$ cat config.mk
export PLATFORM = sky130hd
export DESIGN_NAME = wt_store_wbuf
export DESIGN_NICKNAME = d
export VERILOG_FILES = /design/src/rtl/wt_store_wbuf_pkg.sv /design/src/rtl/wt_wbuf_tid_alloc.sv /design/src/rtl/wt_store_wbuf.sv
export SDC_FILE = /design/constraint.sdc
export NUM_CORES = 2
export LEC_CHECK = 0
export BUFFER_PORTS_ARGS = -buffer_cell sky130_fd_sc_hd__buf_2
export CAP_MARGIN = 25
export CORE_MARGIN = 2
export CORE_UTILIZATION = 55
export CTS_CLUSTER_SIZE = 20
export DETAILED_ROUTE_END_ITERATION = 10
export PLACE_DENSITY = 0.73
export REMOVE_ABC_BUFFERS = 1
export SLEW_MARGIN = 0
export SYNTH_ARGS = -nofsm -noshare
export SYNTH_HDL_FRONTEND = slang
export SYNTH_SLANG_ARGS = --single-unit
export TNS_END_PERCENT = 30
$ cat constraint.sdc
create_clock -name clk_i -period 5.1 [get_ports clk_i]
set_input_delay 0.255 -clock clk_i [delete_from_list [all_inputs] [get_ports clk_i]]
set_output_delay 0.255 -clock clk_i [all_outputs]
set_load 0.005 [all_outputs]
$ cat src/rtl/wt_store_wbuf_pkg.sv
// Shared write-buffer types: entry state, entry record, sizing constants.
// Used by wt_store_wbuf and wt_wbuf_tid_alloc.
package wt_store_wbuf_pkg;

    localparam int unsigned WBUF_DEPTH   = 8;
    localparam int unsigned MEM_TID_W    = 2;
    localparam int unsigned WBUF_TID_MAX = 8;

    typedef enum logic [1:0] {
        WBUF_FREE     = 2'd0,
        WBUF_VALID    = 2'd1,
        WBUF_INFLIGHT = 2'd2
    } wbuf_state_e;

    // tid is sized for the widest supported TID_W and zero-extended
    typedef struct packed {
        wbuf_state_e             state;
        logic [WBUF_TID_MAX-1:0] tid;
    } wbuf_entry_t;

endpackage

$ cat src/rtl/wt_wbuf_tid_alloc.sv
// Free-TID bitmap with a lowest-free priority encoder.
// A released TID only becomes visible as free after the clock edge.
module wt_wbuf_tid_alloc
    import wt_store_wbuf_pkg::*;
#(
    parameter int unsigned TID_W = MEM_TID_W
) (
    input  logic             clk_i,
    input  logic             rst_i,
    input  logic             alloc_i,
    input  logic             release_i,
    input  logic [TID_W-1:0] release_tid_i,
    output logic             free_o,
    output logic [TID_W-1:0] tid_o
);

    localparam int unsigned NTID = 1 << TID_W;

    logic [NTID-1:0] busy_q;

    always_comb begin
        free_o = 1'b0;
        tid_o  = '0;
        for (int i = int'(NTID) - 1; i >= 0; i--) begin
            if (!busy_q[i]) begin
                free_o = 1'b1;
                tid_o  = TID_W'(i);
            end
        end
    end

    always_ff @(posedge clk_i) begin
        if (rst_i) begin
            busy_q <= '0;
        end else begin
            if (release_i) begin
                busy_q[release_tid_i] <= 1'b0;
            end
            if (alloc_i && free_o) begin
                busy_q[tid_o] <= 1'b1;
            end
        end
    end

endmodule

$ cat src/rtl/wt_store_wbuf.sv
// Write-through store buffer: ring of entries, in-order issue, any-order ack.
// Define WT_STORE_WBUF_COALESCE_EN to merge stores into the newest VALID entry.
module wt_store_wbuf
    import wt_store_wbuf_pkg::*;
#(
    parameter int unsigned DEPTH  = WBUF_DEPTH,
    parameter int unsigned ADDR_W = 64,
    parameter int unsigned DATA_W = 64,
    parameter int unsigned TID_W  = MEM_TID_W
) (
    input  logic                clk_i,
    input  logic                rst_i,
    input  logic                st_valid_i,
    output logic                st_ready_o,
    input  logic [ADDR_W-1:0]   st_addr_i,
    input  logic [DATA_W-1:0]   st_data_i,
    input  logic [DATA_W/8-1:0] st_be_i,
    output logic                mem_valid_o,
    input  logic                mem_ready_i,
    output logic [ADDR_W-1:0]   mem_addr_o,
    output logic [DATA_W-1:0]   mem_data_o,
    output logic [DATA_W/8-1:0] mem_be_o,
    output logic [TID_W-1:0]    mem_tid_o,
    input  logic                mem_ack_i,
    input  logic [TID_W-1:0]    mem_ack_tid_i,
    input  logic [ADDR_W-1:0]   chk_addr_i,
    output logic                chk_hit_o,
    output logic                empty_o
);

    localparam int unsigned BE_W  = DATA_W / 8;
    localparam int unsigned PTR_W = $clog2(DEPTH);
    localparam logic [ADDR_W-1:0] AL_MASK = ~ADDR_W'(BE_W - 1);

    wbuf_entry_t       ent_q  [DEPTH];
    logic [ADDR_W-1:0] addr_q [DEPTH];
    logic [DATA_W-1:0] data_q [DEPTH];
    logic [BE_W-1:0]   be_q   [DEPTH];

    logic [PTR_W-1:0]  wr_ptr_q;
    logic [PTR_W-1:0]  iss_ptr_q;
    logic [PTR_W-1:0]  prev_ptr;
    logic [ADDR_W-1:0] st_addr_al;
    logic [ADDR_W-1:0] chk_addr_al;

    logic              tid_free;
    logic [TID_W-1:0]  tid_next;
    logic              wr_free;
    logic              merge;
    logic              alloc;
    logic              mrg_fire;
    logic              iss_fire;
    logic              ack_hit;
    logic [PTR_W-1:0]  ack_idx;

    assign st_addr_al  = st_addr_i & AL_MASK;
    assign chk_addr_al = chk_addr_i & AL_MASK;
    assign prev_ptr    = wr_ptr_q - PTR_W'(1);
    assign wr_free     = ent_q[wr_ptr_q].state == WBUF_FREE;

    assign mem_valid_o = (ent_q[iss_ptr_q].state == WBUF_VALID) && tid_free;
    assign mem_addr_o  = addr_q[iss_ptr_q];
    assign mem_data_o  = data_q[iss_ptr_q];
    assign mem_be_o    = be_q[iss_ptr_q];
    assign mem_tid_o   = tid_next;
    assign iss_fire    = mem_valid_o && mem_ready_i;

`ifdef WT_STORE_WBUF_COALESCE_EN
    // never touch the entry currently presented, so mem_* stay stable
    assign merge = (ent_q[prev_ptr].state == WBUF_VALID)
                && (addr_q[prev_ptr] == st_addr_al)
                && !((prev_ptr == iss_ptr_q) && mem_valid_o);
`else
    assign merge = 1'b0;
`endif

    assign st_ready_o = wr_free || merge;
    assign alloc      = st_valid_i && wr_free && !merge;
    assign mrg_fire   = st_valid_i && merge;

    always_comb begin
        ack_hit = 1'b0;
        ack_idx = '0;
        for (int i = 0; i < int'(DEPTH); i++) begin
            if (mem_ack_i
                && (ent_q[i].state == WBUF_INFLIGHT)
                && (ent_q[i].tid == WBUF_TID_MAX'(mem_ack_tid_i))) begin
                ack_hit = 1'b1;
                ack_idx = PTR_W'(i);
            end
        end
    end

    always_comb begin
        empty_o   = 1'b1;
        chk_hit_o = 1'b0;
        for (int i = 0; i < int'(DEPTH); i++) begin
            if (ent_q[i].state != WBUF_FREE) begin
                empty_o = 1'b0;
                if (addr_q[i] == chk_addr_al) begin
                    chk_hit_o = 1'b1;
                end
            end
        end
    end

    wt_wbuf_tid_alloc #(
        .TID_W (TID_W)
    ) i_tid_alloc (
        .clk_i         (clk_i),
        .rst_i         (rst_i),
        .alloc_i       (iss_fire),
        .release_i     (ack_hit),
        .release_tid_i (mem_ack_tid_i),
        .free_o        (tid_free),
        .tid_o         (tid_next)
    );

    // alloc, merge, issue and ack always address distinct entries
    always_ff @(posedge clk_i) begin
        if (rst_i) begin
            wr_ptr_q  <= '0;
            iss_ptr_q <= '0;
            for (int i = 0; i < int'(DEPTH); i++) begin
                ent_q[i]  <= '{state: WBUF_FREE, tid: '0};
                addr_q[i] <= '0;
                data_q[i] <= '0;
                be_q[i]   <= '0;
            end
        end else begin
            if (alloc) begin
                ent_q[wr_ptr_q].state <= WBUF_VALID;
                addr_q[wr_ptr_q]      <= st_addr_al;
                data_q[wr_ptr_q]      <= st_data_i;
                be_q[wr_ptr_q]        <= st_be_i;
                wr_ptr_q              <= wr_ptr_q + PTR_W'(1);
            end
            if (mrg_fire) begin
                for (int b = 0; b < int'(BE_W); b++) begin
                    if (st_be_i[b]) begin
                        data_q[prev_ptr][8*b +: 8] <= st_data_i[8*b +: 8];
                    end
                end
                be_q[prev_ptr] <= be_q[prev_ptr] | st_be_i;
            end
            if (iss_fire) begin
                ent_q[iss_ptr_q] <= '{state: WBUF_INFLIGHT,
                                      tid:   WBUF_TID_MAX'(tid_next)};
                iss_ptr_q        <= iss_ptr_q + PTR_W'(1);
            end
            if (ack_hit) begin
                ent_q[ack_idx].state <= WBUF_FREE;
            end
        end
    end

endmodule

==> metrics.csv <==
metric;value;unit
Post-DP HPWL;122000;um
Die Y;322;um
post-synth cell types;59;
most common cell after layout, fill and taps aside;edfxtp_1;
# setup viols final;0;
Non-Filler Instances;5724;
slowest stage cell, crit path;a2111oi_0;
first-pass GRT wire length;264000;um
Inserted Clock Buffers;116;
Die Width;322;um
Design Area, Final;0.0640;sq mm
hold path startpoint;mem_ack_tid_i[0];
#FFs+latches synth;1112;
placed instance area;0.0589;sq mm
Crit path largest cell delay;990;ps
vias in the first global route;34832;
# rows;116;
grt total ovfl;0;
compound-gate portion of the synthesized area;2.32;%
RR Startpoint;ent_q[0][2];
Cell Pwr Density;387;mW/mm^2
CP arrival;3590;ps
Synth Flop Type;edfxtp_1;
CP cell instances;nor2b_1 > a2111oi_0 > and4_1 > nand4_1 > o22ai_1 > or4_1 > buf_2;
initial antenna violation count;34;
die area;0.104;sq mm
headroom to the max-slew limit;17.2;%
H-tree depth;3;
Post-CTS Setup Inserts;0;
Clock power frac;33.4;%
multiplexer share of the synthesized area;13.6;%
# nets final;4465;
Area Growth Syn to Fin;14.9;%
IO Count;349;
Seq pwr share;45.7;%
Adder-Cell Fraction of Synth Area;0.0449;%
share of cells above drive strength 1;22.5;%
Core Region;0.100;sq mm
VDD IR max;0.000374;V
initial core utilization;55.5;%
Via density;6.25;
initial detailed-routing violation count;4685;
Slew @ Worst Pin;1230;ps
Synth warnings;0;
GP Congestion;1.04;
setup TNS;0;ps
status;finished, final reports clean;
Critical Path End Type;output pin;
internal power;0.0178;W
Setup crit start;addr_q[3][2];
path type of the worst min-delay path;input pin to flop;
combinational share of power;20.9;%
post-route ant nets;0;
Hold Worst Slack;73.5;ps
Wirelength per Cell;32.8;um
Static Leak;23.1;nW
Root Buffer;clkbuf_16;
Worst Path Required;4850;ps
clk buf depth;3;
placed cells;5360;
CP Class;flop to output pin;
register area share after synthesis;59.4;%
CTS Sinks;1112;
Slew Viols, Final;0;
critical-path maximum fanout;3;
area share of and/or/nand/nor cells after synthesis;16.5;%
dominant combinational cell family by area after synthesis;simple AND/OR/NAND/NOR gates;
RSZ-0062 raised after global routing;false;
Routed WL;188000;um
post-synthesis cell area;0.0557;sq mm
fin crit period;3850;ps
number of enable flip-flop cells after synthesis;1080;
NetSw;0.00691;W
Syn Area/Cell;14.4;sq um
drt pass-1 iters;6;
buffers added on ports;339;
crit start category;flop;
post-synthesis cell count;3881;
CTS tree;done;
Sw Ratio;27.9;%
largest net degree at the start of global routing;136;
Global Route Usage Sum;36.4;%
Worst-Skew Late Latency;750;ps
Max Cap Violations;0;
Hold Vio Cnt, Final;0;
# DRC;0;
fraction of registers with async set/reset;0;%
Peak Freq;0.260;GHz
XOR/XNOR Fraction of Synth Area;5.53;%
clk slew on worst S/H paths;60;ps
most frequent cells in the layout;edfxtp_1, and2_1, buf_2, xnor2_1, mux4_2;
Final Skew;40.3;ps
period utilization;75.5;%
DR vias;35766;
==> cell type report <==
type | instances | area (sq um)
Timing Repair Buffer | 528 | 3920
Multi-Input combinational cell | 2419 | 21300
Tap cell | 1357 | 1700
Fill cell | 7421 | 36300
Clock buffer | 146 | 3050
Antenna cell | 15 | 37.5
Inverter | 79 | 297
Clock inverter | 68 | 644
Sequential cell | 1112 | 33100
==> logic make-up after synthesis <==
group,count (synthesis)
and+or+nand+nor,1494
DFF,1112
muxes,405
xor gates and xnor gates,352
buffers and inverters,352
AOI/OAI and AO/OA,163
adders and majority gates,2
other,1
==> layer usage <==
metal | vias up | track usage (%) | wire (um)
met5 | - | 0 | 207
met4 | 32 | 16.0 | 9340
met3 | 388 | 8.05 | 18700
met2 | 2062 | 55.1 | 85300
met1 | 18299 | 50.9 | 74300
li1 | 14985 | - | -
==> sequential cells by signal (all words and copies together), names as in the netlist, named ones only <==
name,count
addr_q,488
be_q,64
data_q,512
ent_q,32
i_tid_alloc.busy_q,4
iss_ptr_q,3
wr_ptr_q,3
==> worst paths after layout <==
path	depth (start not counted)	slack, ps	end
setup / recovery	7	1250	chk_hit_o
setup reg to reg	6	1940	addr_q[1][9]
hold / removal	2	70	i_tid_alloc.busy_q[1]
hold reg to reg	2	530	ent_q[6][3]
==> repair_timing <==
action	CTS	global route
hold buffers	134	0
resized for setup	0	0
endpoints found under the hold margin	1070	0
==> stage by stage <==
stage	util, %	worst slack, ps	total power [W]
4_1_cts	63.8	1430	0.0248
3_5_place_dp	58.7	1970	0.0166
5_1_grt	63.8	1340	0.0255
3_3_place_gp	58.7	2020	0.0165
6_report	63.8	1250	0.0247
2_1_floorplan	-	-7920	0.0145
==> cell usage after synthesis (6+ instances only) <==
cell	number	share of area, %
dfxtp_1	32	1.2
a221o_1	6	0.11
xnor2_1	284	4.5
a21oi_1	16	0.14
inv_1	79	0.53
or2_2	10	0.11
buf_1	8	0.054
xor2_1	68	1.1
nand2_1	33	0.22
nand3_1	6	0.054
a2111o_1	7	0.14
nor4_1	53	0.60
mux4_2	270	11
edfxtp_1	1080	58
a311oi_1	6	0.094
buf_2	44	0.40
and3_1	6	0.067
nor2b_1	53	0.60
nand2b_1	105	1.2
nor3_1	6	0.054
and2_1	1066	12
nor2_1	42	0.28
nand4_1	88	0.99
o22ai_1	20	0.22
o2bb2ai_1	10	0.16
mux2_2	134	2.7
clkbuf_1	213	1.4
a2111oi_0	11	0.17
o21ai_0	9	0.081
a22oi_1	14	0.19
o2111ai_1	30	0.47
o221ai_1	14	0.22
==> power by group through the flow <==
stage	combinational (W)	clock [W]	sequential (W)
6_report	0.00516	0.00827	0.0113
5_1_grt	0.00542	0.00868	0.0114
4_1_cts	0.00517	0.00833	0.0113
3_5_place_dp	0.00505	0	0.0115
3_3_place_gp	0.00504	0	0.0115
2_1_floorplan	0.00294	0	0.0116
==> worst max-delay path, delay by kind of cell (launching register included) <==
kind,cells,cell delay [ps]
simple gates,4,1050
flops,1,460
buf+inv,1,180
compound gates,2,1180
No activity file was read; power rests on OpenSTA's default activity.
